$ cat config.mk
export PLATFORM = sky130hd
export DESIGN_NAME = digi_readout_seq_flat
export DESIGN_NICKNAME = d
export VERILOG_FILES = /design/src/rtl/digi_readout_seq_if.sv /design/src/rtl/digi_readout_seq.sv /design/src/flat_wrapper.sv
export SDC_FILE = /design/constraint.sdc
export NUM_CORES = 1
export LEC_CHECK = 0
export CORE_MARGIN = 2
export CORE_UTILIZATION = 49
export CTS_CLUSTER_SIZE = 8
export DETAILED_ROUTE_END_ITERATION = 7
export PLACE_DENSITY = 0.81
export SLEW_MARGIN = 30
export SYNTH_ARGS = -nofsm -noshare
export SYNTH_HDL_FRONTEND = slang
export SYNTH_SLANG_ARGS = --single-unit
export TNS_END_PERCENT = 10
$ cat constraint.sdc
create_clock -name CLK -period 3.2 [get_ports CLK]
set_input_delay 0.64 -clock CLK [delete_from_list [all_inputs] [get_ports CLK]]
set_output_delay 0.64 -clock CLK [all_outputs]
set_load 0.03 [all_outputs]
$ cat src/rtl/digi_readout_seq_if.sv
// digi_readout_seq_if: valid/ready word stream from the readout sequencer to the ZYNQ
interface digi_readout_seq_if #(parameter int OUT_WIDTH = 16);
  logic [OUT_WIDTH-1:0] dout;
  logic dout_valid;
  logic dout_ready;
  logic dout_last;
  modport master(output dout, dout_valid, dout_last, input dout_ready);
  modport slave(input dout, dout_valid, dout_last, output dout_ready);
endinterface

$ cat src/rtl/digi_readout_seq.sv
// digi_readout_seq: delayed EOS trigger, then drains masked channels as header+samples onto a 2-deep output FIFO
module digi_readout_seq #(
  parameter int CHAN = 8,
  parameter int ADC_WIDTH = 12,
  parameter int OUT_WIDTH = 16,
  parameter int NS_WIDTH = 12,
  parameter int OFF_WIDTH = 16
) (
  input  logic CLK,
  input  logic RST,
  input  logic eos,
  input  logic [OFF_WIDTH-1:0] offset,
  input  logic [CHAN-1:0] chan_mask,
  input  logic [NS_WIDTH-1:0] nsamp,
  output logic [CHAN-1:0] ch_trigger,
  output logic [CHAN-1:0] ch_rd_en,
  input  logic [CHAN*ADC_WIDTH-1:0] ch_data,
  digi_readout_seq_if.master stream,
  output logic busy,
  output logic overrun,
  output logic [15:0] evt_count
);
  localparam int TAG_W = OUT_WIDTH - ADC_WIDTH;
  localparam int SW = CHAN > 1 ? $clog2(CHAN) : 1;
  typedef enum logic [2:0] {IDLE, DELAY, TRIG, HDR, DATA, NEXT, FLUSH} state_t;
  state_t state, state_n;
  logic [OFF_WIDTH-1:0] cnt;
  logic [NS_WIDTH-1:0] ns, scnt;
  logic [CHAN-1:0] pend, rest;
  logic [SW-1:0] sel;
  logic dv, dv_last;
  logic [OUT_WIDTH-1:0] mem [2];
  logic [1:0] mlast, occ;
  logic wp, rp;
  logic pop, fin, room, accept, hdr_go, rd_go, final_rd, push, push_last;
  logic [OUT_WIDTH-1:0] push_word;
  function automatic logic [SW-1:0] lowest(input logic [CHAN-1:0] m);
    lowest = '0;
    for (int i = CHAN-1; i >= 0; i--) if (m[i]) lowest = SW'(i);
  endfunction
  assign pop = stream.dout_valid & stream.dout_ready;
  assign fin = pop & stream.dout_last;
  // Space is judged on entries that stay after this cycle's pop plus the read already returning
  assign room = (occ - 2'(pop) + 2'(dv)) < 2'd2;
  assign accept = state == IDLE && eos && chan_mask != '0;
  assign rest = pend & ~(CHAN'(1) << sel);
  assign hdr_go = state == HDR && room && !dv;
  assign rd_go = state == DATA && room;
  assign final_rd = rd_go && scnt == NS_WIDTH'(1);
  assign ch_rd_en = rd_go ? CHAN'(1) << sel : '0;
  assign push = hdr_go | dv;
  assign push_word = dv ? {ch_data[int'(sel)*ADC_WIDTH +: ADC_WIDTH], TAG_W'(0)}
                        : {ADC_WIDTH'(ns), 1'b1, (TAG_W-1)'(sel)};
  assign push_last = dv ? dv_last : (ns == '0 && rest == '0);
  assign stream.dout = mem[rp];
  assign stream.dout_valid = occ != 2'd0;
  assign stream.dout_last = stream.dout_valid & mlast[rp];
  always_comb begin
    state_n = state;
    case (state)
      IDLE:    state_n = accept ? DELAY : IDLE;
      DELAY:   state_n = cnt == '0 ? TRIG : DELAY;
      TRIG:    state_n = HDR;
      HDR:     state_n = !hdr_go ? HDR : ns == '0 ? NEXT : DATA;
      DATA:    state_n = final_rd ? NEXT : DATA;
      NEXT:    state_n = rest != '0 ? HDR : fin ? IDLE : FLUSH;
      FLUSH:   state_n = fin ? IDLE : FLUSH;
      default: state_n = IDLE;
    endcase
  end
  always_ff @(posedge CLK) begin
    if (RST) begin
      state <= IDLE;
      cnt <= '0;
      ns <= '0;
      scnt <= '0;
      pend <= '0;
      sel <= '0;
      ch_trigger <= '0;
      dv <= 1'b0;
      dv_last <= 1'b0;
      mem[0] <= '0;
      mem[1] <= '0;
      mlast <= '0;
      wp <= 1'b0;
      rp <= 1'b0;
      occ <= '0;
      busy <= 1'b0;
      overrun <= 1'b0;
      evt_count <= '0;
    end else begin
      state <= state_n;
      if (eos && busy) overrun <= 1'b1;
      if (accept) begin
        cnt <= offset;
        ns <= nsamp;
        pend <= chan_mask;
        busy <= 1'b1;
      end
      if (state == DELAY) cnt <= cnt - 1'b1;
      if (state == DELAY && cnt == '0) ch_trigger <= pend;
      if (state == TRIG) sel <= lowest(pend);
      if (hdr_go) scnt <= ns;
      if (hdr_go && ns == '0) ch_trigger[sel] <= 1'b0;
      if (rd_go) scnt <= scnt - 1'b1;
      if (final_rd) ch_trigger[sel] <= 1'b0;
      if (state == NEXT) begin
        pend <= rest;
        sel <= lowest(rest);
      end
      dv <= rd_go;
      dv_last <= final_rd && rest == '0;
      if (push) begin
        mem[wp] <= push_word;
        mlast[wp] <= push_last;
        wp <= ~wp;
      end
      if (pop) rp <= ~rp;
      occ <= occ + 2'(push) - 2'(pop);
      if (fin) begin
        busy <= 1'b0;
        evt_count <= evt_count + 1'b1;
      end
    end
  end
endmodule

$ cat src/flat_wrapper.sv
// flat-port wrapper written by rule: the top's interface ports become plain ports
module digi_readout_seq_flat 
#(
  parameter int CHAN = 8,
  parameter int ADC_WIDTH = 12,
  parameter int OUT_WIDTH = 16,
  parameter int NS_WIDTH = 12,
  parameter int OFF_WIDTH = 16
)
  (CLK, RST, eos, offset, chan_mask, nsamp, ch_trigger, ch_rd_en, ch_data, busy, overrun, evt_count, stream_dout, stream_dout_valid, stream_dout_last, stream_dout_ready);
  digi_readout_seq_if #(.OUT_WIDTH(OUT_WIDTH)) stream_i ();
  input  logic CLK;
  input  logic RST;
  input  logic eos;
  input  logic [OFF_WIDTH-1:0] offset;
  input  logic [CHAN-1:0] chan_mask;
  input  logic [NS_WIDTH-1:0] nsamp;
  output logic [CHAN-1:0] ch_trigger;
  output logic [CHAN-1:0] ch_rd_en;
  input  logic [CHAN*ADC_WIDTH-1:0] ch_data;
  output logic busy;
  output logic overrun;
  output logic [15:0] evt_count;
  output wire logic [$bits(stream_i.dout)-1:0] stream_dout;
  output wire logic [$bits(stream_i.dout_valid)-1:0] stream_dout_valid;
  output wire logic [$bits(stream_i.dout_last)-1:0] stream_dout_last;
  input wire logic [$bits(stream_i.dout_ready)-1:0] stream_dout_ready;
  assign stream_dout = stream_i.dout;
  assign stream_dout_valid = stream_i.dout_valid;
  assign stream_dout_last = stream_i.dout_last;
  assign stream_i.dout_ready = stream_dout_ready;
  digi_readout_seq #(.CHAN(CHAN), .ADC_WIDTH(ADC_WIDTH), .OUT_WIDTH(OUT_WIDTH), .NS_WIDTH(NS_WIDTH), .OFF_WIDTH(OFF_WIDTH)) u_core (.CLK(CLK), .RST(RST), .eos(eos), .offset(offset), .chan_mask(chan_mask), .nsamp(nsamp), .ch_trigger(ch_trigger), .ch_rd_en(ch_rd_en), .ch_data(ch_data), .stream(stream_i), .busy(busy), .overrun(overrun), .evt_count(evt_count));
endmodule
==> Word level (Yosys, flattened, before mapping) <==
Memories as Yosys holds them, arrays and structs flattened. A register that Yosys moved wholly into a read port is not among the register bits.
Index checks and enable logic that the tools add are counted.
{ "word_totals": {"n_memories": 1, "register_bits": 88, "mem_bits_rw": 32, "inputBits": 136} }
{ "op_classes": {"multipliers": 1, "n_reduce_logical": 27, "n_bitwise": 11, "magnitude_cmp": 6, "addsub": 7, "n_shift": 2, "n_mux": 57, "eq_ne": 7} }
{ "memory_table": {"columns": ["name", "words", "word_bits", "read_ports", "rd_ports_with_merged_regs", "wr", "line_no", "text"], "rows": [
  ["u_core.mem", 2, 16, 1, 1, 2, "digi_readout_seq.sv:32", "logic [OUT_WIDTH-1:0] mem [2];"]
]} }
{ "ops": {"columns": ["operator", "count"], "rows": [
  ["$shiftx A96 B32 Y12", 1],
  ["$mux W16", 4],
  ["$mux W8", 8],
  ["$mux W3", 21],
  ["$and A8 B8 Y8", 3],
  ["$mux W12", 2],
  ["$pmux W3 S7", 1],
  ["$mux W1", 17],
  ["$add A16 B1 Y16 const B", 1],
  ["$logic_not A16 Y1", 1],
  ["$not A8 Y8", 2],
  ["$reduce_bool A8 Y1", 2],
  ["$reduce_or A16 Y1", 1],
  ["$sub A16 B1 Y16 const B", 1],
  ["$logic_and A1 B1 Y1", 13],
  ["$eq A12 B1 Y1 const B", 1],
  ["$logic_not A12 Y1", 1],
  ["$sub A12 B1 Y12 const B", 1],
  ["$reduce_bool A2 Y1", 5],
  ["$eq A3 B3 Y1 const B", 3],
  ["$logic_not A8 Y1", 1],
  ["$shl A1 B3 Y8 const A", 1],
  ["$eq A3 B2 Y1 const B", 2],
  ["$mul A3 B2 Y5 const B", 1],
  ["18 further kinds", 24]
]} }

==> Longest topological paths before layout <==
{ "depth": {"word_depth": 13, "ltp_mapped": 8} }

==> Worst setup path after synthesis <==
OpenSTA, ideal clock, no wires.
{ "synth_path": {"path_type": "in2out", "start": "input port stream_dout_ready", "end": "output port ch_rd_en[4]", "path_buffers": 1, "slack_ps": 131, "t_arrival_ps": 2429, "stages": 5, "path_cell_list": "or2b_2 a311oi_4 nand2_1 clkbuf_1 nor3_1"} }
{ "synth_via": {"elab_chain_cells": 6} }
{ "synth_rtl": {"columns": ["element", "line_no", "text"], "rows": [
  ["start, declared", "flat_wrapper.sv:27", "input wire logic [$bits(stream_i.dout_ready)-1:0] stream_dout_ready;"],
  ["$and A1 B1 Y1", "digi_readout_seq.sv:41", "assign pop = stream.dout_valid & stream.dout_ready;"],
  ["$sub A2 B1 Y2", "digi_readout_seq.sv:44", "assign room = (occ - 2'(pop) + 2'(dv)) < 2'd2;"],
  ["$add A2 B1 Y2", "digi_readout_seq.sv:44", null],
  ["$lt A2 B2 Y1", "digi_readout_seq.sv:44", null],
  ["$logic_and A1 B1 Y1", "digi_readout_seq.sv:48", "assign rd_go = state == DATA && room;"],
  ["$mux W8", "digi_readout_seq.sv:50", "assign ch_rd_en = rd_go ? CHAN'(1) << sel : '0;"],
  ["end, declared", "flat_wrapper.sv:19", "output logic [CHAN-1:0] ch_rd_en;"]
]} }
Every way passes these cells.

==> Worst setup path after layout <==
{ "layout_path": {"start": "input port stream_dout_ready", "end": "output port ch_rd_en[6]"} }
The elaborated chain is that of the path after synthesis.

==> flow_summary.yaml <==
outcome:
  outcome: "finished, final reports clean"
floorplan:
  dieArea_mm2: 0.0150
  fp.dieH_um: 122
  rows: 43
  initial_core_util_pct: 49.8
  core_area_mm2: 0.0138
  boundaryPins: 188
  die_w_um: 122
clock_network:
  numCtsBuffers: 17
  cts_sinks: 121
  clockBufferDepth: 2
  htreeDepth: 4
  cts_tree: "done"
  ctsResizeCount: 0
  cts-root-buf: "clkbuf_16"
  cts_setup_buffers: 0
  clk_pin_slew_ns: 0.05
  hold_buffers: 0
  clk_latency_ns: 0.42
route:
  drc: 0
  ant_nets: 0
  via_per_inst: 5.88
  vias: 6740
  dr.first_iter.drc_count: 573
  wire_per_inst_um: 18.1
  drt_wl_total_um: 20700
  drt_first_pass_iters: 5
hold_path:
  holdPathStages: 2
  min_from: "u_core.overrun$_SDFFE_PP0P_"
  hold_end: "u_core.overrun$_SDFFE_PP0P_"
  hold_path.class: "register to register"
synthesis:
  syn_area_mm2: 0.00687
  netlist_instances: 781
  ys_top_cells_by_area: "dfxtp_1, edfxtp_1, nor2_1"
  yosysTopAreaCell: "dfxtp_1"
  async_reset_ff_share_pct: 0
  synth_fp_nets: 923
  synth.ff_latch_count: 121
  synth.distinct_cells: 77
  ys.flop_type: "dfxtp_1"
  yosys.area.top_type_share_pct: 26.0
  synth.top_cells.by_count: "dfxtp_1, nor2_1, nand2_1"
  synth_edf_count: 32
  ys_warn_count: 0
  ys_seq_area_share_pct: 39.9
  avgSynthCellArea_um2: 8.79
finish:
  drive_above_1_share_pct: 11.0
  diodes: 0
  fin_nets: 1096
  area_growth_pct: 37.7
  fill_cells: 1112
pwr:
  ir_drop_mv: 0.407
  p_per_area_mw_per_mm2: 467
  finalPower_w: 0.00441
  p_leak_nw: 3.22
timing:
  hold_viol: 0
  worst_pin_slew_ns: 0.856
  final.setup.worst_slack_ns: 0.0952
  rsz0062_at_grt: "no"
  period_share_pct: 97.0
  setup_viol: 0
  holdWs_ns: 0.468
  maxSlewViolCount: 0
  finalClockSkew_ns: 0.00777
  timing.fmax_ghz: 0.322
  final.setup.tns_ns: 0
  max-slew-margin-rel_pct: 43.0
  fin_crit_ns: 3.10
worst_setup_path:
  r2r_end: "u_core.mem[0][11]$_SDFFCE_PN0P_"
  setup.worst_path.start_class: "primary input"
  worstPathArrival_ns: 2.46
  crit_required_ns: 2.56
  worstSetupEndpointType: "output pin"
  critPathMaxFanout: 9
  reg2reg_from: "u_core.sel[2]$_SDFFE_PP0P_"
  r2r_cells: 6
  regToRegSetupSlack_ns: 0.70
  criticalPathCategory: "primary input to output pin"
global_routing:
  grt_pass1_wl_um: 32700
  grt_overflow: 0
  top_usage_layer: "met2"
  track_usage_pct: 28.2
  antenna_found_initial: 0
  gr-usage-met2_pct: 47.2
  grt_max_degree: 56
  grt_pass1_vias: 6484
  grtUsageMet3_pct: 5.90
  grt_util_met1_pct: 36.4
placement:
  gp_congestion: 0.907
  port_buffers: 187
  hpwl_um: 14800
  pre_cts_slack_ns: 0.108
flow_run:
  drv_cap: 0
[cells in the final DEF (no fill, tap or decap), types with 8 or more instances in the layout]
cell type,n
a22oi_1,8
nand3_1,26
mux2i_1,22
clkdlybuf4s50_1,178
a31oi_1,15
dfxtp_1,87
clkbuf_16,17
o211ai_1,16
xor2_1,9
nand4_1,11
buf_4,26
a211oi_1,10
nand2_1,77
nor2_1,89
or3_1,9
nor4_1,11
o21ai_0,27
a21oi_1,64
nor3_1,37
edfxtp_1,32
mux2_2,19
inv_1,20
mux4_2,8
xnor2_1,9
[sequential cells by signal, indices dropped and copies added, names as in the netlist, named ones only]
| name | count |
|---|---|
| u_core.mem | 32 |
| u_core.cnt | 16 |
| u_core.evt_count | 16 |
| u_core.ns | 12 |
| u_core.scnt | 12 |
| u_core.ch_trigger | 8 |
| u_core.pend | 8 |
| u_core.sel | 3 |
| u_core.state | 3 |
| u_core.mlast | 2 |
| u_core.occ | 2 |
| u_core.busy | 1 |
| u_core.dv | 1 |
| u_core.dv_last | 1 |
| u_core.overrun | 1 |
| u_core.rp | 1 |
| u_core.wp | 1 |
[routing by layer]
| metal | part of all wire [%] | up-vias |
|---|---|---|
| met2 | 48 | 290 |
| met5 | 0 | - |
| met1 | 43 | 3151 |
| met4 | 2.6 | 0 |
| met3 | 6.3 | 52 |
| li1 | - | 3247 |
[worst max path at each step]
| stage | from | endpoint | slack (ns) | cells after the start |
|---|---|---|---|---|
| floorplan | stream_dout_ready | ch_rd_en[4] | 0.13 | 5 |
| global placement | stream_dout_ready | ch_rd_en[6] | 0.13 | 6 |
| detailed placement | stream_dout_ready | ch_rd_en[6] | 0.11 | 6 |
| CTS | stream_dout_ready | ch_rd_en[6] | 0.11 | 6 |
| global route | stream_dout_ready | ch_rd_en[6] | 0.01 | 6 |
| finish | stream_dout_ready | ch_rd_en[6] | 0.1 | 6 |
[cell families (layout without fill, tap and decap cells)]
logic type	count (synthesis)	count (layout)	synth area share (%)
AO/OA/AOI/OAI	197	197	19.2
XOR/XNOR	18	18	2.30
adder cells (fa/ha/maj)	6	6	1.09
buffers and inverters	73	259	5.41
flip-flops	121	121	39.9
multiplexers	49	49	8.95
AND/OR/NAND/NOR	317	317	23.1
[area by class of cell]
cell class                 instances  area, um^2  area share [%]
inverter                          20        75.1           0.794
clock buffer                      22         454            4.81
timing repair buffer             207        2020            21.4
multi-input combinational        587        3760            39.8
clock inverter                    10         173            1.83
tap                              180         225            2.38
sequential                       121        2750            29.0
[metrics by stage]
step / area [um^2] / util [%] / instances
2_1_floorplan: 6870 / - / 781
3_3_place_gp: 8820 / 64.1 / 1115
3_5_place_dp: 8820 / 64.1 / 1115
4_1_cts: 9450 / 68.6 / 1147
5_1_grt: 9450 / 68.6 / 1147
6_report: 9450 / 68.6 / 1147
[critical path, cell delays in order]
cell and delay (ns):
clkdlybuf4s50_1 0.42, or2b_2 0.35, a311oi_4 0.32, nand2_1 0.29, nor3_1 0.25, buf_4 0.19
[where the power goes]
part           internal (W)  switching [W]
sequential          0.00164      0.0000826
combinational      0.000330       0.000307
clock               0.00139       0.000660
Power figures use the tool's default switching activity.
